==> src/rtl/riscv_crypto_aes_subword_seq.sv <==
// Iterative AES SubWord with optional RotWord: NSBOX shared forward/inverse S-box lanes per cycle.
// Optional macro RISCV_CRYPTO_SUBWORD_BACK2BACK_EN allows a new request to be accepted from HOLD.
module riscv_crypto_aes_subword_seq #(
    parameter int XLEN  = 32,
    parameter int NSBOX = 1
) (
    input  logic            clk,
    input  logic            rst,
    input  logic            flush,
    input  logic            in_valid,
    output logic            in_ready,
    input  logic            in_dec,
    input  logic            in_rot,
    input  logic [XLEN-1:0] in_word,
    output logic            out_valid,
    input  logic            out_ready,
    output logic [XLEN-1:0] out_word,
    output logic            busy
);
    localparam int BYTES = XLEN / 8;
    localparam int NCYC  = BYTES / NSBOX;
    localparam int CW    = (NCYC > 1) ? $clog2(NCYC) : 1;
    localparam logic [CW-1:0] CNT_LAST = CW'(NCYC - 1);

    typedef enum logic [1:0] {IDLE, RUN, HOLD} state_t;

    state_t          state_reg;
    logic [CW-1:0]   cnt_reg;
    logic [XLEN-1:0] word_reg;
    logic [XLEN-1:0] res_reg;
    logic [XLEN-1:0] res_next;
    logic            dec_reg;
    logic            rot_reg;
    logic            accept;
    logic [7:0]      lane_in  [NSBOX];
    logic [7:0]      lane_out [NSBOX];

    function automatic logic [7:0] gf_mul(input logic [7:0] a, input logic [7:0] b);
        logic [7:0] p;
        logic [7:0] x;
        p = 8'h00;
        x = a;
        for (int i = 0; i < 8; i++) begin
            if (b[i]) p = p ^ x;
            x = {x[6:0], 1'b0} ^ (x[7] ? 8'h1b : 8'h00);
        end
        return p;
    endfunction

    // x^254 == x^-1 in GF(2^8), and maps 0 to 0 as the S-box requires.
    function automatic logic [7:0] gf_inv(input logic [7:0] x);
        logic [7:0] sq;
        logic [7:0] acc;
        sq  = gf_mul(x, x);
        acc = sq;
        for (int i = 0; i < 6; i++) begin
            sq  = gf_mul(sq, sq);
            acc = gf_mul(acc, sq);
        end
        return acc;
    endfunction

    function automatic logic [7:0] fwd_affine(input logic [7:0] b);
        return b ^ {b[6:0], b[7]} ^ {b[5:0], b[7:6]} ^ {b[4:0], b[7:5]} ^ {b[3:0], b[7:4]} ^ 8'h63;
    endfunction

    function automatic logic [7:0] inv_affine(input logic [7:0] b);
        return {b[6:0], b[7]} ^ {b[4:0], b[7:5]} ^ {b[1:0], b[7:2]} ^ 8'h05;
    endfunction

    // One field inverter shared by both directions; only the affine stage moves.
    function automatic logic [7:0] sbox(input logic [7:0] x, input logic dec);
        logic [7:0] y;
        y = gf_inv(dec ? inv_affine(x) : x);
        return dec ? y : fwd_affine(y);
    endfunction

    function automatic logic [XLEN-1:0] rot_word(input logic [XLEN-1:0] w);
        logic [XLEN-1:0] r;
        r = '0;
        for (int h = 0; h < XLEN / 32; h++) begin
            r[h*32 +: 32] = {w[h*32 +: 24], w[h*32+24 +: 8]};
        end
        return r;
    endfunction

    generate
        for (genvar gi = 0; gi < NSBOX; gi++) begin : g_lane
            assign lane_in[gi]  = word_reg[(int'(cnt_reg) * NSBOX + gi) * 8 +: 8];
            assign lane_out[gi] = sbox(lane_in[gi], dec_reg);
        end
    endgenerate

    always_comb begin
        res_next = res_reg;
        for (int i = 0; i < NSBOX; i++) begin
            res_next[(int'(cnt_reg) * NSBOX + i) * 8 +: 8] = lane_out[i];
        end
    end

`ifdef RISCV_CRYPTO_SUBWORD_BACK2BACK_EN
    assign in_ready = !flush && ((state_reg == IDLE) || ((state_reg == HOLD) && out_ready));
`else
    assign in_ready = !flush && (state_reg == IDLE);
`endif

    assign accept = in_valid && in_ready;
    assign busy   = (state_reg != IDLE);

    always_ff @(posedge clk or posedge rst) begin
        if (rst) begin
            state_reg <= IDLE;
            cnt_reg   <= '0;
            word_reg  <= '0;
            res_reg   <= '0;
            dec_reg   <= 1'b0;
            rot_reg   <= 1'b0;
            out_valid <= 1'b0;
            out_word  <= '0;
        end else if (flush) begin
            state_reg <= IDLE;
            cnt_reg   <= '0;
            out_valid <= 1'b0;
        end else begin
            case (state_reg)
                IDLE: begin
                    if (accept) begin
                        word_reg  <= in_word;
                        dec_reg   <= in_dec;
                        rot_reg   <= in_rot;
                        cnt_reg   <= '0;
                        state_reg <= RUN;
                    end
                end
                RUN: begin
                    res_reg <= res_next;
                    if (cnt_reg == CNT_LAST) begin
                        cnt_reg   <= '0;
                        state_reg <= HOLD;
                        out_valid <= 1'b1;
                        out_word  <= rot_reg ? rot_word(res_next) : res_next;
                    end else begin
                        cnt_reg <= cnt_reg + 1'b1;
                    end
                end
                HOLD: begin
                    if (out_ready) begin
                        out_valid <= 1'b0;
                        state_reg <= IDLE;
                        // accept can only be high here in back-to-back builds
                        if (accept) begin
                            word_reg  <= in_word;
                            dec_reg   <= in_dec;
                            rot_reg   <= in_rot;
                            cnt_reg   <= '0;
                            state_reg <= RUN;
                        end
                    end
                end
                default: begin
                    state_reg <= IDLE;
                    cnt_reg   <= '0;
                    out_valid <= 1'b0;
                end
            endcase
        end
    end

endmodule

==> config.mk <==
export PLATFORM = sky130hd
export DESIGN_NAME = riscv_crypto_aes_subword_seq
export DESIGN_NICKNAME = d
export VERILOG_FILES = /design/src/rtl/riscv_crypto_aes_subword_seq.sv
export SDC_FILE = /design/constraint.sdc
export NUM_CORES = 1
export LEC_CHECK = 0
export BUFFER_PORTS_ARGS = -buffer_cell sky130_fd_sc_hd__buf_4
export CORE_MARGIN = 4
export CORE_UTILIZATION = 65
export CTS_CLUSTER_SIZE = 20
export DETAILED_ROUTE_END_ITERATION = 12
export PLACE_DENSITY = 0.83
export SYNTH_ARGS = -nofsm -noshare
export SYNTH_HDL_FRONTEND = slang
export SYNTH_SLANG_ARGS = --single-unit
==> constraint.sdc <==
create_clock -name clk -period 25 [get_ports clk]
set_clock_uncertainty 0.05 [all_clocks]
set_input_delay 5 -clock clk [delete_from_list [all_inputs] [get_ports clk]]
set_output_delay 5 -clock clk [all_outputs]
set_load 0.03 [all_outputs]
======== Yosys cells after proc, flatten, opt, wreduce, memory -nomap -nowiden ========
Cells that the tools add are included.
operators by class
  reductions and logical operators ........ 11
  shift operators ......................... 3
  mux-type cells .......................... 216
  order comparisons ....................... 0
  add/subtract/negate cells ............... 2
  divide/modulo/power cells ............... 0
  bitwise logic cells ..................... 184
  eq/ne operators ......................... 8
  $mul .................................... 0
operator list
  operator                                                                 count
  8-bit two-way mux                                                        106
  8-bit bitwise XOR                                                        97
  8-bit by 5-bit bitwise XOR with 8-bit output                             84
  5-bit two-way mux                                                        84
  32-bit two-way mux                                                       3
  32-bit case mux with 2 select lines                                      1
  5-bit negator with 33-bit output                                         1
  8-bit by 33-bit variable shift with 32-bit output, first input constant  1
  8-bit by 33-bit indexed part select with 32-bit output                   1
  32-bit bitwise mux                                                       1
  32-bit by 6-bit indexed part select with 8-bit output                    1
  2-bit two-way mux                                                        8
  2-bit case mux with 3 select lines                                       2
  3-bit AND reduction                                                      4
  3-bit != test, second input constant                                     3
  1-bit two-way mux                                                        8
  2-bit equality test, second input constant                               2
  2-bit != test, second input constant                                     2
  4-bit inverter                                                           1
  1-bit case mux with 2 select lines                                       2
  2-bit nonzero test                                                       2
  1-bit case mux with 3 select lines                                       1
  2-bit by 1-bit adder with 2-bit output, second input constant            1
  2-bit by 1-bit equality test with 1-bit output, second input constant    1
  6 further kinds                                                          7
storage, ports and cells
  memories ................................ 0
  word-level logic and storage cells ...... 432
  latch bits .............................. 0
  register bits after elaboration ......... 103
  memory bits (read-only) ................. 0
  output and inout port bits .............. 35
  bits in writable memories ............... 0
  bits of input ports ..................... 39

======== Longest topological paths before layout ========
  word-level depth ........................ 141
  mapped depth ............................ 76
  mapped depth without buffers ............ 64

======== Worst setup path after synthesis ========
Ideal clock, no wire load.
  kind .................................... reg2reg
  start ................................... register cnt_reg[0]
  end ..................................... register out_word[8]
  buffers on the path ..................... 6
  stages on the path, launching flop included .. 69
  period minus slack after synthesis ...... 17592 ps
  required time ........................... 24818 ps
  slack ................................... 7408 ps
  arrival ................................. 17410 ps
  setup time .............................. 132 ps
  cell sequence ........................... dfrtp_1 > buf_6 > mux4_2 > buf_2 > xor3_1 > a21oi_4 > inv_2 > ha_1 > clkbuf_1 > inv_1 > nor3_1 > mux2i_1 > nand4_1 > a21o_1 > and2_1 > buf_2 > inv_2 > ha_1 > [... 33 more ...] > nor2_1 > xnor3_1 > xor2_1 > xor2_1 > buf_2 > xor3_1 > nor3_1 > a21oi_1 > xnor2_1 > xnor3_1 > or4_4 > o211a_2 > or4_1 > a21oi_2 > xnor2_1 > o22ai_2 > mux2i_1 > o21ai_1
on the way
  word-level cells in the longest chain between the ends .. 138
  elaborated cells on any way between the ends .. 381
  those cells by class .................... add/sub: 1; eq/ne: 1; shift: 3; mux: 192; bitwise: 183; reduce/logical: 1
ends and longest elaborated chain
  what                                                    line  text
  start: declaration                                      28    logic [CW-1:0] cnt_reg;
  start signal: assignment                                143   cnt_reg <= cnt_reg + 1'b1;
  32-bit by 6-bit indexed part select with 8-bit output   89    assign lane_in[gi] = word_reg[(int'(cnt_reg) * NSBOX + gi) * 8 +: 8];
  8-bit bitwise XOR (2 in series)                         68    return {b[6:0], b[7]} ^ {b[4:0], b[7:5]} ^ {b[1:0], b[7:2]} ^ 8'h05;
  2-bit inverter (no source line)                         -
  8-bit two-way mux                                       74    y = gf_inv(dec ? inv_affine(x) : x);
  8-bit two-way mux                                       44    if (b[i]) p = p ^ x;
  8-bit bitwise XOR                                       44
  8-bit two-way mux                                       44
  8-bit bitwise XOR                                       44
  [... 118 more ...]                                      -
  8-bit bitwise XOR                                       44
  8-bit two-way mux                                       44
  8-bit bitwise XOR (4 in series)                         64    return b ^ {b[6:0], b[7]} ^ {b[5:0], b[7:6]} ^ {b[4:0], b[7:5]} ^ {b[3:0], b[7:4]} ^ 8'h63;
  4-bit inverter (no source line)                         -
  8-bit two-way mux                                       75    return dec ? y : fwd_affine(y);
  8-bit by 33-bit indexed part select with 32-bit output  97    res_next[(int'(cnt_reg) * NSBOX + i) * 8 +: 8] = lane_out[i];
  32-bit bitwise mux                                      97
  32-bit two-way mux                                      141   out_word <= rot_reg ? rot_word(res_next) : res_next;
  end signal: assignment                                  141
  end: declaration                                        17    output logic [XLEN-1:0] out_word,
Several ways; a longest one is shown, not always the timed one.
A chain may end at the register's enable or synchronous reset.

======== Final worst setup path ========
  start ................................... register cnt_reg[0]
  end ..................................... register out_word[26]
Same word-level chain as after synthesis.

==> results.md <==
* Clock tree buffer depth at 2
* Commonest non-fill, non-tap cell in the layout: xnor2_1
* Clk_lat worst skew at between 0.3 and 0.4 ns
* Post-CTS resize count at 0
* Setup crit start kind: flop
* N_diodes at 0
* Top Ports at 74
* CP max stage delay at 0.89 ns
* First-pass GRT wire length at between 90 and 100 mm
* DR WL/cell at between 20 and 25 um
* Vias in the first global route at ~19000
* DR iter-0 viols at ~2600
* Final hold vios at 0
* HP Class: reg -> reg
* Clock Tree Root: clkbuf_16
* Fill cell count at 2516
* Synth cell types at between 100 and 150
* Required time of the critical path at ~25 ns
* Outcome: completed
* Grt ovf at 0
* Hold Buf Count CTS at 0
* Final Cell Area at approximately 0.022 mm^2
* Die Width at around 190 um
* DRC Markers at 0
* CTS tree: yes
* Sequential area share after synthesis at between 10% and 20%
* # rows at 65
* Max-cap violation count at 0
* Die H at between 150 and 200 um
* CP Max Fanout at 16
* Fin crit share at a little under nine tenths
* Cts bufs inserted at 9
* Number of antenna violations at the first check in global routing at 0
* Unrepaired setup endpoints after global routing: false
* Most used cell, CP: xnor3_1
* CP max stage cell: xor2_1
* H-Tree Depth at 3
* Initial core utilization at 66.3%
* Post-CTS Repair Setup Buffers at 0
* Num Clock Sinks at 103
* Worst setup EP type: flop
* Critical path arrival at about 22 ns
* Setup CP Type: reg -> reg
* WL final at between 60 and 70 mm
* Layout cell share with drive strength beyond 1 at about an eighth
* Post-synthesis net count at about 2700
* Core Region at ~0.032 mm^2
* GR Util All Layers at around 33%
* Placed cell areas at roughly 0.022 mm^2
* Via count at about 20000
* Post-Syn Area at between 0.02 and 0.025 mm^2
* Post-synth EDFFs at 0
* Die area at 0.0353 mm^2
* Yosys warnings at 0
* Final setup TNS at 0 ns
* Syn_area_per_cell at about 8.0 um^2
* Final Max Slew Viols at 0
* Area Overhead vs Synth at 5.56%
* Syn Inst Count at 2626
* Max-slew headroom at between 20% and 30%
* Post-synth ARST share at 100%
* Final Instance Count excl. Fillers at 2995
* DRT antenna net count at 0
* Clock slew at reported path FFs at approximately 0.08 ns
* Main synth FF type: dfrtp_1
* Pin count of the biggest net entering global routing at 65
* PortBufs at 73
* Placed Cells at around 3000
* Final core utilization at between 70% and 80%
* Slew at the pin with the worst max-slew slack at between 1 and 1.5 ns
* Commonest cells after routing, fill and taps aside: xnor2_1 (365), nor2_1 (314), nand2_1 (255)
* Via density at 6.74
* Yosys reg bits at just over 100
* Setup violations, final at 0
* Max frequency at between 40 and 50 MHz
* Final Critical Period at roughly 22 ns
* Placer Congestion at slightly below 1
* Final #Nets at about 2600
* DR pass1 iterations at 6
* Final HPWL DP at 44.0 mm
## layout make-up
cell class,instances,area (um^2),area share [%]
well taps,402,503,2.26
clock inverters,7,91.3,0.411
clock buffers,9,225,1.01
flip-flops and latches,103,2580,11.6
inverters,60,228,1.03
multi-input cells,2282,17600,79.2
repair buffers,132,991,4.46
## final timing paths
path	start	end	cells past startpoint	slack, ns
max	cnt_reg[0]	out_word[26]	62	3.49
min	res_reg[3]	res_reg[3]	2	0.43
max reg2reg	cnt_reg[0]	out_word[26]	62	3.49
min reg2reg	res_reg[3]	res_reg[3]	2	0.43
max in group asynchronous	rst	dec_reg	3	19.08
min in group asynchronous	rst	out_word[4]	2	4.63
## synthesized netlist by cell type, types with 11 or more instances
| master | n | area, um^2 |
|---|---|---|
| o21ai_1 | 52 | 260 |
| o22ai_1 | 56 | 350 |
| mux2_2 | 46 | 518 |
| xnor3_2 | 11 | 262 |
| buf_2 | 38 | 190 |
| o211ai_1 | 16 | 120 |
| ha_1 | 13 | 163 |
| xor2_1 | 87 | 762 |
| a211oi_1 | 35 | 263 |
| xnor2_1 | 382 | 3350 |
| dfrtp_1 | 103 | 2580 |
| and3_1 | 25 | 156 |
| nor2_1 | 314 | 1180 |
| mux2i_1 | 69 | 691 |
| nor2b_1 | 19 | 119 |
| a21o_1 | 11 | 82.6 |
| and2_1 | 20 | 125 |
| nor3_1 | 86 | 430 |
| nand2_1 | 256 | 961 |
| buf_1 | 18 | 67.6 |
| xor3_1 | 17 | 404 |
| a31oi_1 | 29 | 181 |
| nor4_1 | 23 | 144 |
| xnor2_2 | 26 | 423 |
| nand4_1 | 14 | 87.6 |
| a22oi_1 | 12 | 90.1 |
| xnor3_1 | 88 | 1980 |
| clkbuf_1 | 113 | 424 |
| o21ai_0 | 114 | 571 |
| nand3_1 | 58 | 290 |
| o31ai_1 | 24 | 180 |
| inv_1 | 46 | 173 |
| a21oi_1 | 125 | 626 |
## metrics by stage
step / setup WS (ns) / hold slack (ns)
after floorplan: 7.41 / 0.392
after global placement: 4.29 / 0.406
after detailed placement: 3.78 / 0.418
after CTS: 3.70 / 0.433
after global routing: 2.05 / 0.462
final: 3.49 / 0.433
## layer usage
metal / up-vias / global-route usage, % / wire, um
met5: - / 0 / 0
met4: 0 / 10.8 / 1820
met3: 175 / 4.11 / 5870
met2: 1193 / 53.9 / 28200
met1: 9578 / 45.7 / 24700
li1: 9252 / - / -
## worst max-delay path, delay by kind of cell (launching register included)
| kind | cells | cell delay, ns |
|---|---|---|
| flops | 1 | 0.85 |
| mux | 3 | 1.18 |
| buf+inv | 4 | 0.69 |
| simple gates | 13 | 3.05 |
| compound gates | 7 | 1.77 |
| xor+xnor | 33 | 12.60 |
| fa+ha+maj | 2 | 1.16 |
## cells by family after synthesis
group	after synthesis	share of synthesized area, %
mux	132	7.28
fa+ha+maj	13	0.773
buf+inv	241	4.82
xor+xnor	624	35.5
simple gates	888	19.5
compound gates	625	19.9
flops	103	12.2
Power is left out: the tool's default activity adds up to more than one toggle a clock period on the data nets, which glitch-free logic cannot reach.
